[config.mk]
export PLATFORM = sky130hd
export DESIGN_NAME = sh7034_ibus_master_flat
export DESIGN_NICKNAME = d
export VERILOG_FILES = /design/src/rtl/sh7034_ibus_master_if.sv /design/src/rtl/sh7034_ibus_master.sv /design/src/flat_wrapper.sv
export SDC_FILE = /design/constraint.sdc
export NUM_CORES = 1
export LEC_CHECK = 0
export CAP_MARGIN = 25
export CORE_MARGIN = 1.5
export CORE_UTILIZATION = 48
export CTS_CLUSTER_DIAMETER = 40
export DETAILED_ROUTE_END_ITERATION = 10
export GPL_TIMING_DRIVEN = 0
export PLACE_DENSITY = 0.86
export SKIP_LAST_GASP = 1
export SYNTH_ARGS = -nofsm -noshare
export SYNTH_HDL_FRONTEND = slang
export SYNTH_SLANG_ARGS = --single-unit
[constraint.sdc]
create_clock -name CLK -period 4.1 [get_ports CLK]
set_clock_uncertainty 0.05 [all_clocks]
set_input_delay 0.615 -clock CLK [delete_from_list [all_inputs] [get_ports CLK]]
set_output_delay 0.615 -clock CLK [all_outputs]
set_load 0.005 [all_outputs]
[src/rtl/sh7034_ibus_master_if.sv]
// CPU-side access port and IBUS initiator port of the SH7034 peripheral-bus master.
// Handshakes: CPU_REQ is a level held until CPU_ACK (one CE_R period, CPU_ERR qualifies it);
// IBUS_REQ and its A/BA/WE/DO stay stable until the responder drops IBUS_BUSY or the access times out.
interface sh7034_ibus_master_if;
  logic [27:0] CPU_A;
  logic [31:0] CPU_DI;
  logic [1:0]  CPU_SZ;
  logic        CPU_WE;
  logic        CPU_REQ;
  logic [31:0] CPU_DO;
  logic        CPU_ACK;
  logic        CPU_ERR;
  logic [27:0] IBUS_A;
  logic [31:0] IBUS_DO;
  logic [31:0] IBUS_DI;
  logic [3:0]  IBUS_BA;
  logic        IBUS_WE;
  logic        IBUS_REQ;
  logic        IBUS_BUSY;
  logic        IBUS_ACT;

  modport master (
    input  CPU_A, CPU_DI, CPU_SZ, CPU_WE, CPU_REQ, IBUS_DI, IBUS_BUSY, IBUS_ACT,
    output CPU_DO, CPU_ACK, CPU_ERR, IBUS_A, IBUS_DO, IBUS_BA, IBUS_WE, IBUS_REQ
  );

  modport slave (
    output CPU_A, CPU_DI, CPU_SZ, CPU_WE, CPU_REQ, IBUS_DI, IBUS_BUSY, IBUS_ACT,
    input  CPU_DO, CPU_ACK, CPU_ERR, IBUS_A, IBUS_DO, IBUS_BA, IBUS_WE, IBUS_REQ
  );
endinterface

[src/rtl/sh7034_ibus_master.sv]
// SH7034 IBUS initiator: turns one CPU access into a big-endian IBUS cycle with
// lane generation, write replication, read extraction, misalign/unmapped/timeout errors.
module sh7034_ibus_master #(
  parameter int TIMEOUT = 15
) (
  input  logic                        CLK,
  input  logic                        RST_N,
  input  logic                        CE_R,
  input  logic                        CE_F,
  input  logic                        RES_N,
  sh7034_ibus_master_if.master        bus,
  output logic [1:0]                  dbg_state_o,
  output logic                        dbg_ce_f_o
);

  localparam int CW = (TIMEOUT > 1) ? $clog2(TIMEOUT + 1) : 1;
  localparam logic [CW-1:0] TO_V = CW'(TIMEOUT);

  typedef enum logic [1:0] {
    S_IDLE   = 2'd0,
    S_ACCESS = 2'd1,
    S_DONE   = 2'd2
  } state_e;

  state_e          state_q, state_d;
  logic [CW-1:0]   cnt_q, cnt_d;
  logic [1:0]      sz_q, sz_d;
  logic [27:0]     ibus_a_q, ibus_a_d;
  logic [31:0]     ibus_do_q, ibus_do_d;
  logic [3:0]      ibus_ba_q, ibus_ba_d;
  logic            ibus_we_q, ibus_we_d;
  logic            ibus_req_q, ibus_req_d;
  logic [31:0]     cpu_do_q, cpu_do_d;
  logic            cpu_ack_q, cpu_ack_d;
  logic            cpu_err_q, cpu_err_d;
  logic            complete;

  // Big-endian lanes: address 0 within a long is bits 31:24.
  function automatic logic [3:0] lanes(input logic [1:0] sz, input logic [1:0] a);
    case (sz)
      2'd0:    return 4'b1000 >> a;
      2'd1:    return a[1] ? 4'b0011 : 4'b1100;
      default: return 4'b1111;
    endcase
  endfunction

  function automatic logic [31:0] wdata(input logic [1:0] sz, input logic [31:0] di);
    case (sz)
      2'd0:    return {4{di[7:0]}};
      2'd1:    return {2{di[15:0]}};
      default: return di;
    endcase
  endfunction

  function automatic logic [31:0] extract(input logic [1:0] sz, input logic [1:0] a,
                                          input logic [31:0] d);
    case (sz)
      2'd0: begin
        case (a)
          2'd0:    return {24'h0, d[31:24]};
          2'd1:    return {24'h0, d[23:16]};
          2'd2:    return {24'h0, d[15:8]};
          default: return {24'h0, d[7:0]};
        endcase
      end
      2'd1:    return a[1] ? {16'h0, d[15:0]} : {16'h0, d[31:16]};
      default: return d;
    endcase
  endfunction

  function automatic logic misaligned(input logic [1:0] sz, input logic [1:0] a);
    return ((sz == 2'd1) && a[0]) || (sz[1] && (a != 2'd0));
  endfunction

  always_comb begin
    state_d    = state_q;
    cnt_d      = cnt_q;
    sz_d       = sz_q;
    ibus_a_d   = ibus_a_q;
    ibus_do_d  = ibus_do_q;
    ibus_ba_d  = ibus_ba_q;
    ibus_we_d  = ibus_we_q;
    ibus_req_d = ibus_req_q;
    cpu_do_d   = cpu_do_q;
    cpu_ack_d  = cpu_ack_q;
    cpu_err_d  = cpu_err_q;
    complete   = 1'b0;

    case (state_q)
      S_IDLE: begin
        if (CE_R && bus.CPU_REQ) begin
          if (misaligned(bus.CPU_SZ, bus.CPU_A[1:0])) begin
            cpu_ack_d = 1'b1;
            cpu_err_d = 1'b1;
            cpu_do_d  = 32'h0;
            state_d   = S_DONE;
          end else begin
            sz_d       = bus.CPU_SZ;
            ibus_a_d   = bus.CPU_A;
            ibus_we_d  = bus.CPU_WE;
            ibus_ba_d  = lanes(bus.CPU_SZ, bus.CPU_A[1:0]);
            ibus_do_d  = wdata(bus.CPU_SZ, bus.CPU_DI);
            ibus_req_d = 1'b1;
            cnt_d      = '0;
            state_d    = S_ACCESS;
          end
        end
      end
      S_ACCESS: begin
        if (CE_R) begin
          if (bus.IBUS_BUSY) begin
            // TIMEOUT of zero disables the abort; the counter then stays parked.
            if (TIMEOUT == 0 || cnt_q < TO_V) begin
              if (TIMEOUT != 0) cnt_d = cnt_q + 1'b1;
            end else begin
              complete  = 1'b1;
              cpu_err_d = 1'b1;
              cpu_do_d  = 32'h0;
            end
          end else begin
            complete  = 1'b1;
            cpu_err_d = !bus.IBUS_ACT;
            cpu_do_d  = (!ibus_we_q && bus.IBUS_ACT)
                        ? extract(sz_q, ibus_a_q[1:0], bus.IBUS_DI) : 32'h0;
          end
          if (complete) begin
            ibus_req_d = 1'b0;
            ibus_we_d  = 1'b0;
            ibus_ba_d  = 4'h0;
            ibus_do_d  = 32'h0;
            ibus_a_d   = 28'h0;
            cpu_ack_d  = 1'b1;
            state_d    = S_DONE;
          end
        end
      end
      S_DONE: begin
        if (CE_R) begin
          cpu_ack_d = 1'b0;
          cpu_err_d = 1'b0;
          state_d   = S_IDLE;
        end
      end
      default: state_d = S_IDLE;
    endcase

    // Soft reset acts on every CLK edge, independent of CE_R, and drops any access in flight.
    if (!RES_N) begin
      state_d    = S_IDLE;
      cnt_d      = '0;
      sz_d       = 2'd0;
      ibus_a_d   = 28'h0;
      ibus_do_d  = 32'h0;
      ibus_ba_d  = 4'h0;
      ibus_we_d  = 1'b0;
      ibus_req_d = 1'b0;
      cpu_do_d   = 32'h0;
      cpu_ack_d  = 1'b0;
      cpu_err_d  = 1'b0;
    end
  end

  always_ff @(posedge CLK or negedge RST_N) begin
    if (!RST_N) begin
      state_q    <= S_IDLE;
      cnt_q      <= '0;
      sz_q       <= 2'd0;
      ibus_a_q   <= 28'h0;
      ibus_do_q  <= 32'h0;
      ibus_ba_q  <= 4'h0;
      ibus_we_q  <= 1'b0;
      ibus_req_q <= 1'b0;
      cpu_do_q   <= 32'h0;
      cpu_ack_q  <= 1'b0;
      cpu_err_q  <= 1'b0;
    end else begin
      state_q    <= state_d;
      cnt_q      <= cnt_d;
      sz_q       <= sz_d;
      ibus_a_q   <= ibus_a_d;
      ibus_do_q  <= ibus_do_d;
      ibus_ba_q  <= ibus_ba_d;
      ibus_we_q  <= ibus_we_d;
      ibus_req_q <= ibus_req_d;
      cpu_do_q   <= cpu_do_d;
      cpu_ack_q  <= cpu_ack_d;
      cpu_err_q  <= cpu_err_d;
    end
  end

  assign bus.IBUS_A   = ibus_a_q;
  assign bus.IBUS_DO  = ibus_do_q;
  assign bus.IBUS_BA  = ibus_ba_q;
  assign bus.IBUS_WE  = ibus_we_q;
  assign bus.IBUS_REQ = ibus_req_q;
  assign bus.CPU_DO   = cpu_do_q;
  assign bus.CPU_ACK  = cpu_ack_q;
  assign bus.CPU_ERR  = cpu_err_q;

  assign dbg_state_o  = state_q;
  // Falling-phase enable belongs to the responders; forwarded only for observation.
  assign dbg_ce_f_o   = CE_F;

endmodule

[src/flat_wrapper.sv]
// flat-port wrapper written by rule: the top's interface ports become plain ports
module sh7034_ibus_master_flat 
#(
  parameter int TIMEOUT = 15
)
  (CLK, RST_N, CE_R, CE_F, RES_N, dbg_state_o, dbg_ce_f_o, bus_CPU_A, bus_CPU_DI, bus_CPU_SZ, bus_CPU_WE, bus_CPU_REQ, bus_IBUS_DI, bus_IBUS_BUSY, bus_IBUS_ACT, bus_CPU_DO, bus_CPU_ACK, bus_CPU_ERR, bus_IBUS_A, bus_IBUS_DO, bus_IBUS_BA, bus_IBUS_WE, bus_IBUS_REQ);
  sh7034_ibus_master_if bus_i ();
  input  logic CLK;
  input  logic RST_N;
  input  logic CE_R;
  input  logic CE_F;
  input  logic RES_N;
  output logic [1:0] dbg_state_o;
  output logic dbg_ce_f_o;
  input wire logic [$bits(bus_i.CPU_A)-1:0] bus_CPU_A;
  input wire logic [$bits(bus_i.CPU_DI)-1:0] bus_CPU_DI;
  input wire logic [$bits(bus_i.CPU_SZ)-1:0] bus_CPU_SZ;
  input wire logic [$bits(bus_i.CPU_WE)-1:0] bus_CPU_WE;
  input wire logic [$bits(bus_i.CPU_REQ)-1:0] bus_CPU_REQ;
  input wire logic [$bits(bus_i.IBUS_DI)-1:0] bus_IBUS_DI;
  input wire logic [$bits(bus_i.IBUS_BUSY)-1:0] bus_IBUS_BUSY;
  input wire logic [$bits(bus_i.IBUS_ACT)-1:0] bus_IBUS_ACT;
  output wire logic [$bits(bus_i.CPU_DO)-1:0] bus_CPU_DO;
  output wire logic [$bits(bus_i.CPU_ACK)-1:0] bus_CPU_ACK;
  output wire logic [$bits(bus_i.CPU_ERR)-1:0] bus_CPU_ERR;
  output wire logic [$bits(bus_i.IBUS_A)-1:0] bus_IBUS_A;
  output wire logic [$bits(bus_i.IBUS_DO)-1:0] bus_IBUS_DO;
  output wire logic [$bits(bus_i.IBUS_BA)-1:0] bus_IBUS_BA;
  output wire logic [$bits(bus_i.IBUS_WE)-1:0] bus_IBUS_WE;
  output wire logic [$bits(bus_i.IBUS_REQ)-1:0] bus_IBUS_REQ;
  assign bus_i.CPU_A = bus_CPU_A;
  assign bus_i.CPU_DI = bus_CPU_DI;
  assign bus_i.CPU_SZ = bus_CPU_SZ;
  assign bus_i.CPU_WE = bus_CPU_WE;
  assign bus_i.CPU_REQ = bus_CPU_REQ;
  assign bus_i.IBUS_DI = bus_IBUS_DI;
  assign bus_i.IBUS_BUSY = bus_IBUS_BUSY;
  assign bus_i.IBUS_ACT = bus_IBUS_ACT;
  assign bus_CPU_DO = bus_i.CPU_DO;
  assign bus_CPU_ACK = bus_i.CPU_ACK;
  assign bus_CPU_ERR = bus_i.CPU_ERR;
  assign bus_IBUS_A = bus_i.IBUS_A;
  assign bus_IBUS_DO = bus_i.IBUS_DO;
  assign bus_IBUS_BA = bus_i.IBUS_BA;
  assign bus_IBUS_WE = bus_i.IBUS_WE;
  assign bus_IBUS_REQ = bus_i.IBUS_REQ;
  sh7034_ibus_master #(.TIMEOUT(TIMEOUT)) u_core (.CLK(CLK), .RST_N(RST_N), .CE_R(CE_R), .CE_F(CE_F), .RES_N(RES_N), .bus(bus_i), .dbg_state_o(dbg_state_o), .dbg_ce_f_o(dbg_ce_f_o));
endmodule
* After elaboration in Yosys (flattened, before gate mapping) *
Index checks and enable logic that the tools add are counted.
W data, S select, Z words.

storage, ports and cells
  register bits = 108
  input port bits = 103
  output and inout bits = 103
  word-level logic and storage cells = 129

operators by class
  add/sub/neg operators = 1
  order comparisons = 1
  eq/ne operators = 20
  shifts and indexed selects = 1
  muxes and demuxes = 76
  reduce and logical (&&, ||, !) cells = 19

operator list
  operator               number
  $mux W32               12
  $pmux W32 S2           4
  $mux W28               5
  $pmux W28 S2           1
  $mux W4                12
  $pmux W4 S2            3
  $pmux W8 S3            1
  $mux W1                22
  $mux W2                10
  $reduce_and A6 Y1      3
  $mux W16               1
  $ne A3 B2 Y1 const B   4
  $ne A3 B3 Y1 const B   4
  $reduce_and A5 Y1      2
  $eq A2 B1 Y1 const B   4
  $logic_not A2 Y1       4
  $pmux W1 S3            2
  $pmux W2 S3            1
  $add A4 B1 Y4 const B  1
  $eq A2 B2 Y1 const B   2
  $logic_and A1 B1 Y1    4
  $lt A4 B4 Y1 const B   1
  $ne A2 B1 Y1 const B   2
  $ne A4 B1 Y1 const B   1
  10 further kinds       12

* Logic depth before layout (Yosys ltp) *
Gate-level depths: netlist of run 1.

  depth in word-level cells = 9
  gate-level depth with buffers = 9
  gate-level depth less buffers = 6

* Least setup slack after synthesis of run 1 *
No wires, ideal clock.

  path kind = register -> register
  start point = register u_core.state_q[0], in the netlist u_core.dbg_state_o[0]
  end point = register u_core.cpu_do_q[10], in the netlist u_core.bus.CPU_DO[10]
  library setup time = 0.125 ns
  data arrival time = 1.817 ns
  required time = 3.925 ns
  slack = 2.108 ns
  cell stages (with the launch flop) = 8
  path buffers = 1
  period minus slack after synthesis = 1.992 ns
  path through = dfrtp_1 inv_1 ha_1 mux2_2 o211ai_2 a21oi_2 buf_4 mux2_2

on the way
  longest elaborated chain between the ends = 3
  elaborated cells between the ends (all ways) = 10
  classes of those cells = 6 x eq/ne; 2 x mux; 2 x reduce/logical

RTL lines
  element                                                  RTL line                   source
  start: declaration                                       sh7034_ibus_master.sv:25   state_e state_q, state_d;
  start signal: assignment                                 sh7034_ibus_master.sv:177  state_q <= state_d;
  $eq A2 B1 Y1 or $logic_not A2 Y1 (tied branches)         sh7034_ibus_master.sv:89   case (state_q)
  $ne A4 B4 Y1 (no line) (tied with other cells)           --
  $reduce_and A5 Y1 (no line) or $mux W32 (tied branches)  --
  end signal: assignment                                   sh7034_ibus_master.sv:185  cpu_do_q <= cpu_do_d;
  end: declaration                                         sh7034_ibus_master.sv:33   logic [31:0] cpu_do_q, cpu_do_d;

Several ways; a longest one is shown, not always the timed one.
A chain may end at the register's enable or synchronous reset.

* Final worst setup path of run 1 *
  start point = input port bus_CPU_A[1]
  end point = register u_core.ibus_a_q[14], in the netlist u_core.bus.IBUS_A[14]

on the way
  longest elaborated chain between the ends = 5

RTL lines
  element                      RTL line                   source
  start: declaration           flat_wrapper.sv:15         input wire logic [$bits(bus_i.CPU_A)-1:0] bus_CPU_A;
  $reduce_bool A2 Y1           sh7034_ibus_master.sv:72   return ((sz == 2'd1) && a[0]) || (sz[1] && (a != 2'd0));
  $logic_and A1 B1 Y1          sh7034_ibus_master.sv:72
  $logic_or A1 B1 Y1           sh7034_ibus_master.sv:72
  $ne A3 B3 Y1 (no line)       --
  $reduce_and A5 Y1 (no line)  --
  end signal: assignment       sh7034_ibus_master.sv:180  ibus_a_q <= ibus_a_d;
  end: declaration             sh7034_ibus_master.sv:28   logic [27:0] ibus_a_q, ibus_a_d;

No other way between the ends.

==> results.sh, run 1 <==
export IMPL_status="finished clean"
export IMPL_setup_viol=0
export IMPL_wirelength_met1_um=6800
export IMPL_reg2reg_from="u_core.dbg_state_o[0]"
export IMPL_clk_pin_slew_ns=0.10
export IMPL_comb_power_share_pct=32.0
export IMPL_syn_avg_cell_area_um2=11.4
export IMPL_yosysUniqueCellTypes=52
export IMPL_viasPerCell=5.75
export IMPL_antennaDiodeCount=0
export IMPL_synth_edff_count=0
export IMPL_die_h_um=109
export IMPL_n_fill_cell=803
export IMPL_post_cts_buffers=0
export IMPL_grt_pass1_wl_um=24900
export IMPL_yosysWarnings=0
export IMPL_rows=38
export IMPL_relSlewSlack_pct=50.6
export IMPL_yosys_top_cells_area="dfrtp_1, a22o_1, mux2i_1"
export IMPL_swShare_pct=30.7
export IMPL_grt_overflow=0
export IMPL_globalplace_congestion=0.889
export IMPL_wl_met3_um=1280
export IMPL_powerDensity_nw_per_um2=350
export IMPL_cts_resized_gates=0
export IMPL_synth_area_um2=5390
export IMPL_fin_ws_ns=1.72
export IMPL_crit_family="buffers and inverters"
export IMPL_synth_nets=581
export IMPL_reg2reg_depth=6
export IMPL_io_buffers=203
export IMPL_hp_class="input pin to async pin"
export IMPL_dr_pass1_iters=5
export IMPL_wire_per_inst_um=19.8
export IMPL_final_nets=796
export IMPL_cp_cell_sequence="clkdlybuf4s50_1 > o21a_1 > nor4_1 > clkbuf_1 > a22o_1"
export IMPL_ir_drop_mv=0.176
export IMPL_grt_pass1_vias=5042
export IMPL_clk_path_buf_depth=2
export IMPL_drive_above_1_share_pct=12.1
export IMPL_final_hold_viol_count=0
export IMPL_synth_top_area_share_pct=50.2
export IMPL_cts_sinks=108
export IMPL_slowest_delay_ns=0.57
export IMPL_worstMarginPinSlew_ns=0.741
export IMPL_synth_async_reset_ratio_pct=100
export IMPL_ctsHtreeMaxLevel=3
export IMPL_max_freq_ghz=0.420
export IMPL_p_int_w=0.00189
export IMPL_grt_setup_unrepaired="no"
export IMPL_grt_max_degree=56
export IMPL_clockRootBuffer="clkbuf_8"
export IMPL_fin_util_pct=71.7
export IMPL_critPathBufInv=2
export IMPL_fin_crit_sh_pct=58.1
export IMPL_core_area_um2=10900
export IMPL_r2r_end="u_core.bus.IBUS_A[14]"
export IMPL_ys_ff_latch=108
export IMPL_synth_top_cell_by_area="dfrtp_1"
export IMPL_regToRegSetupSlack_ns=1.76
export IMPL_grt_usage_pct=27.8
export IMPL_cts_hold_buf=0
export IMPL_die_w_um=109
export IMPL_die_area_um2=11900
export IMPL_worstSetupStartpointType="input pin"
export IMPL_p_switching_w=0.000840
export IMPL_cap_violations=0
export IMPL_cts_buffers=9
export IMPL_cts_tree="yes"
export IMPL_power_leakage_nw=3.42
export IMPL_route_detailed_drc=0
export IMPL_dp_hpwl_um=12500
export IMPL_p_seq_share_pct=44.0
export IMPL_worst_path_max_fanout=10
export IMPL_synth_flop_cell="dfrtp_1"
export IMPL_vias=4788
export IMPL_endpoint_kind="flip-flop"
export IMPL_clkPwrFrac_pct=24.0
export IMPL_drtIter0Drc=279
export IMPL_drt_wl_total_um=16500
export IMPL_ant_nets=0
export IMPL_clock_latency_ns=0.37
export IMPL_topRoutingLayerUsed="met4"
export IMPL_drv_slew=0
export IMPL_crit_slowest_cell="clkdlybuf4s50_1"
export IMPL_crit_required_ns=4.36
export IMPL_seq_area_frac_synth_pct=50.2
export IMPL_path_class="input pin to flip-flop"
export IMPL_dr_wl_met2_um=7970
export IMPL_io_pins=206
export IMPL_worstPathArrival_ns=2.65
export IMPL_synth_cells=474
export IMPL_area_growth_pct=45.0
export IMPL_fin_crit_ns=2.38
export IMPL_start_util_pct=49.5
export IMPL_place_ws_ns=1.31
export IMPL_antenna_found_initial=0
-- routing by layer --
metal | GRT usage (%) | vias to the layer above
met5 | 0 | -
met4 | 11.4 | 0
met3 | 6.34 | 39
met2 | 46.8 | 242
met1 | 34.4 | 2339
li1 | - | 2168
-- cells in the final DEF (no fill, tap or decap), types with 8 or more instances in the layout --
| cell type | instances |
|---|---|
| inv_1 | 30 |
| a21oi_1 | 11 |
| clkbuf_1 | 11 |
| a22o_1 | 64 |
| buf_4 | 9 |
| nand2_1 | 25 |
| mux2_2 | 23 |
| and2_1 | 10 |
| o2bb2ai_1 | 10 |
| nor2_1 | 12 |
| buf_2 | 8 |
| mux2i_1 | 34 |
| nand3_1 | 10 |
| clkbuf_8 | 10 |
| dfrtp_1 | 108 |
| o221ai_1 | 8 |
| nand2b_1 | 17 |
| or2_2 | 10 |
| clkdlybuf4s50_1 | 202 |
-- flip-flops by register name, indices dropped and copies added, names as in the netlist --
name	count
u_core.sz_q	2
u_core.dbg_state_o	2
u_core.bus.CPU_ERR	1
u_core.bus.IBUS_A	28
u_core.bus.CPU_DO	32
u_core.bus.IBUS_BA	4
u_core.bus.IBUS_DO	32
u_core.bus.CPU_ACK	1
u_core.cnt_q	4
u_core.bus.IBUS_WE	1
u_core.bus.IBUS_REQ	1
-- metrics by stage --
stage                     total power (W)  hold slack [ns]  std cells  instance area, um^2  TNS, ns
final                             0.00273            0.259        833                 7810        0
after global placement            0.00204            0.411        817                 7590  -170.43
after floorplan                   0.00166            0.269        474                 5390        0
after global routing              0.00285            0.298        833                 7810        0
after detailed placement          0.00208            0.427        818                 7620        0
after CTS                         0.00274            0.259        833                 7810        0
-- cells by family after synthesis --
group,count (synthesis),share of synthesized area (%)
flip-flops,108,50.2
multiplexers,59,11.5
buffers and inverters,64,5.90
AND/OR/NAND/NOR,112,12.1
AO/OA/AOI/OAI,127,19.3
adder cells (fa/ha/maj),4,0.929
-- cell type report --
cell class                 count  area (um^2)  area share, %
sequential                   108         2700           34.6
clock inverter                 4         48.8          0.625
buffer                        33          201           2.58
clock buffer                  11          141           1.81
tap                          140          175           2.24
timing repair buffer         204         2060           26.3
multi-input combinational    302         2370           30.3
inverter                      31          116           1.49
-- cell usage after synthesis (8+ instances only) --
| library cell | number |
|---|---|
| a21oi_1 | 11 |
| a22o_1 | 64 |
| and2_1 | 10 |
| buf_2 | 8 |
| buf_4 | 8 |
| clkbuf_1 | 10 |
| dfrtp_1 | 108 |
| inv_1 | 30 |
| mux2_2 | 23 |
| mux2i_1 | 34 |
| nand2_1 | 25 |
| nand2b_1 | 17 |
| nand3_1 | 10 |
| nor2_1 | 12 |
| o221ai_1 | 8 |
| o2bb2ai_1 | 10 |
| or2_2 | 10 |
-- power by group through the flow --
stage	logic, W	clock network (W)	registers [W]
after floorplan	0.000451	0	0.00121
after global placement	0.000827	0	0.00122
after detailed placement	0.000866	0	0.00122
after CTS	0.000872	0.000669	0.00120
after global routing	0.000935	0.000709	0.00121
final	0.000875	0.000656	0.00120
-- how the worst max path moves through the flow --
stage / from / endpoint / slack [ns] / cells past startpoint
after floorplan: u_core.dbg_state_o[0] / u_core.bus.CPU_DO[10] / 2.11 / 7
after global routing: u_core.dbg_state_o[1] / u_core.bus.IBUS_A[17] / 1.53 / 6
after detailed placement: bus_CPU_A[1] / u_core.bus.IBUS_A[15] / 1.31 / 5
after global placement: RST_N / u_core.bus.IBUS_A[17] / -1.59 / 1
final: bus_CPU_A[1] / u_core.bus.IBUS_A[14] / 1.72 / 5
after CTS: bus_CPU_A[1] / u_core.bus.IBUS_A[14] / 1.71 / 5
Note: power is estimated with default switching activity, not from simulation.
==> inputs of run 2 (changes only) <==
Settings changed: CORE_UTILIZATION 48 to 40, PLACE_DENSITY 0.86 to 0.77.
Clock period 4.1 ns to 2.15 ns, I/O delays scaled along.
==> run 2 against run 1 <==
Sequential power rose by 91%. Combinational power rose by 100%. Non-clock buffer count rose by 4. Clock power rose to 2.7 times the previous value. Critical path type is now flip-flop to flip-flop. Critical endpoint is now u_core.bus.CPU_ACK. Highest routed layer unchanged.
==> results.sh, run 2 (synthesis results as in run 1) <==
export IMPL_status="finished clean"
export IMPL_fin_crit_sh_pct=96.9
export IMPL_relSlewSlack_pct=53.6
export IMPL_crit_required_ns=2.34
export IMPL_clkPwrFrac_pct=30.4
export IMPL_most_common_layout_cells="clkdlybuf4s50_1, dfrtp_1, a22o_1"
export IMPL_hp_start="RES_N"
export IMPL_finalInstanceArea_um2=8130
export IMPL_crit_slowest_cell="dfrtp_1"
export IMPL_endpoint_kind="flip-flop"
export IMPL_drt_wl_total_um=16000
export IMPL_die_h_um=119
export IMPL_cts_sinks=108
export IMPL_slowest_delay_ns=0.42
export IMPL_grt_pass1_wl_um=25300
export IMPL_clk_path_buf_depth=2
export IMPL_final_common_cell="clkdlybuf4s50_1"
export IMPL_hp_class="input pin to flip-flop"
export IMPL_dpl_cell_area_um2=7660
export IMPL_drive_above_1_share_pct=15.2
export IMPL_crit_family="simple AND/OR/NAND/NOR gates"
export IMPL_antennaDiodeCount=0
export IMPL_vias=4715
export IMPL_timing_hold_ws_ns=0.318
export IMPL_die_area_um2=14200
export IMPL_rows=42
export IMPL_globalplace_congestion=0.874
export IMPL_drtIter0Drc=257
export IMPL_grt_overflow=0
export IMPL_route_detailed_drc=0
export IMPL_antenna_found_initial=0
export IMPL_grt_max_degree=60
export IMPL_worstPathArrival_ns=2.28
export IMPL_fin_ws_ns=0.0669
export IMPL_cp_cell_sequence="inv_2 > ha_1 > buf_6 > and2_1 > and3_4 > or3_1 > o311ai_2"
export IMPL_worstMarginPinSlew_ns=0.695
export IMPL_grt_setup_unrepaired="yes"
export IMPL_place_ws_ns=-0.303
export IMPL_drv_slew=0
export IMPL_total_power_w=0.00584
export IMPL_wire_per_inst_um=18.3
export IMPL_reg2reg_from="u_core.dbg_state_o[1]"
export IMPL_viasPerCell=5.40
export IMPL_clockRootBuffer="clkbuf_16"
export IMPL_p_switching_w=0.00169
export IMPL_io_buffers=203
export IMPL_max_freq_ghz=0.480
export IMPL_clock_latency_ns=0.35
export IMPL_grt_usage_pct=22.7
export IMPL_cts_buffers=9
export IMPL_final_nets=800
export IMPL_grt_pass1_vias=4866
export IMPL_die_w_um=119
export IMPL_core_area_um2=13200
export IMPL_setup_viol=0
export IMPL_power_leakage_nw=3.52
export IMPL_comb_power_share_pct=30.3
export IMPL_n_fill_cell=1085
export IMPL_area_growth_pct=51.0
export IMPL_powerDensity_nw_per_um2=718
export IMPL_p_int_w=0.00415
export IMPL_p_seq_share_pct=39.2
export IMPL_final_cells=873
export IMPL_cap_violations=0
export IMPL_ant_nets=0
export IMPL_cts_tree="yes"
export IMPL_ctsHtreeMaxLevel=3
export IMPL_worstSetupStartpointType="flip-flop"
export IMPL_worst_path_max_fanout=10
export IMPL_placed_cells=854
export IMPL_io_pins=206
export IMPL_dr_pass1_iters=4
export IMPL_start_util_pct=40.8
export IMPL_clk_pin_slew_ns=0.07
export IMPL_swShare_pct=29.0
export IMPL_dp_hpwl_um=12100
export IMPL_ir_drop_mv=0.463
export IMPL_path_class="flip-flop to flip-flop"
export IMPL_critPathBufInv=2
export IMPL_fin_crit_ns=2.08
export IMPL_final_hold_viol_count=0
export IMPL_crit_path_start="u_core.dbg_state_o[1]"
run 2: changes by cell type in the layout (fill, tap and decap cells not counted), moves of 4 or more:
| cell | change |
|---|---|
| clkbuf_8 | -10 |
| clkbuf_16 | +9 |
| nor2_1 | -6 |
| nor2_2 | +6 |
| buf_6 | +4 |
| clkbuf_1 | -4 |
run 2: power by group through the flow:
stage	clock, W	combinational (W)	sequential [W]
floorplan	0	0.000860	0.00231
global placement	0	0.00160	0.00231
detailed placement	0	0.00165	0.00232
CTS	0.00181	0.00169	0.00228
global route	0.00188	0.00190	0.00231
finish	0.00178	0.00177	0.00229
run 2: per-stage QoR:
stage / util, % / setup TNS [ns]
finish: 61.7 / 0
global route: 61.7 / -0.194
CTS: 60.9 / 0
detailed placement: 58.1 / -18.91
global placement: 57.9 / -375.42
floorplan: - / 0
run 2: area by class of cell:
type | instances | area [um^2] | share of cell area, %
clock buffers | 10 | 229 | 2.82
clock inverters | 5 | 86.3 | 1.06
repair buffers | 209 | 2100 | 25.8
inverters | 31 | 116 | 1.43
multi-input cells | 302 | 2460 | 30.2
well taps | 176 | 220 | 2.71
flip-flops and latches | 108 | 2700 | 33.2
plain buffers | 32 | 224 | 2.75
run 2: layer usage:
metal,track usage [%],up-vias,part of all wire (%)
met5,0,-,0
met2,36.6,229,47
li1,-,2171,-
met1,28.3,2286,41
met3,7.04,29,9.3
met4,9.04,0,2.6
run 2: path summary, 6_finish.rpt:
check	depth (start not counted)	slack, ns	end
max	7	0.07	u_core.bus.CPU_ACK
min	3	0.32	u_core.bus.CPU_ACK
max reg2reg	7	0.07	u_core.bus.CPU_ACK
min reg2reg	1	0.43	u_core.bus.IBUS_REQ
max in group asynchronous	3	0.81	u_core.bus.IBUS_A[10]
min in group asynchronous	2	0.51	u_core.bus.CPU_DO[6]
run 2: what timing repair did:
| item | 4_1_cts | 5_1_grt |
|---|---|---|
| resized for setup | 10 | 23 |
| pin swaps | 3 | 2 |
| setup endpoints to repair | 72 | 85 |
| buffers inserted | 1 | 3 |
| endpoints found under the hold margin | 49 | 0 |
| hold buffers | 1 | 0 |
run 2: worst min-delay path, delay by kind of cell:
family | cells | cell delay [ns]
buffers and inverters | 1 | 0.16
AOI/OAI and AO/OA | 1 | 0.08
and+or+nand+nor | 1 | 0.10
==> inputs of run 3 (changes only) <==
Settings changed: CTS_CLUSTER_DIAMETER 40 to default.
==> results of run 3 <==
Same layout as run 2: the final DEF is identical, and so are final timing and power.
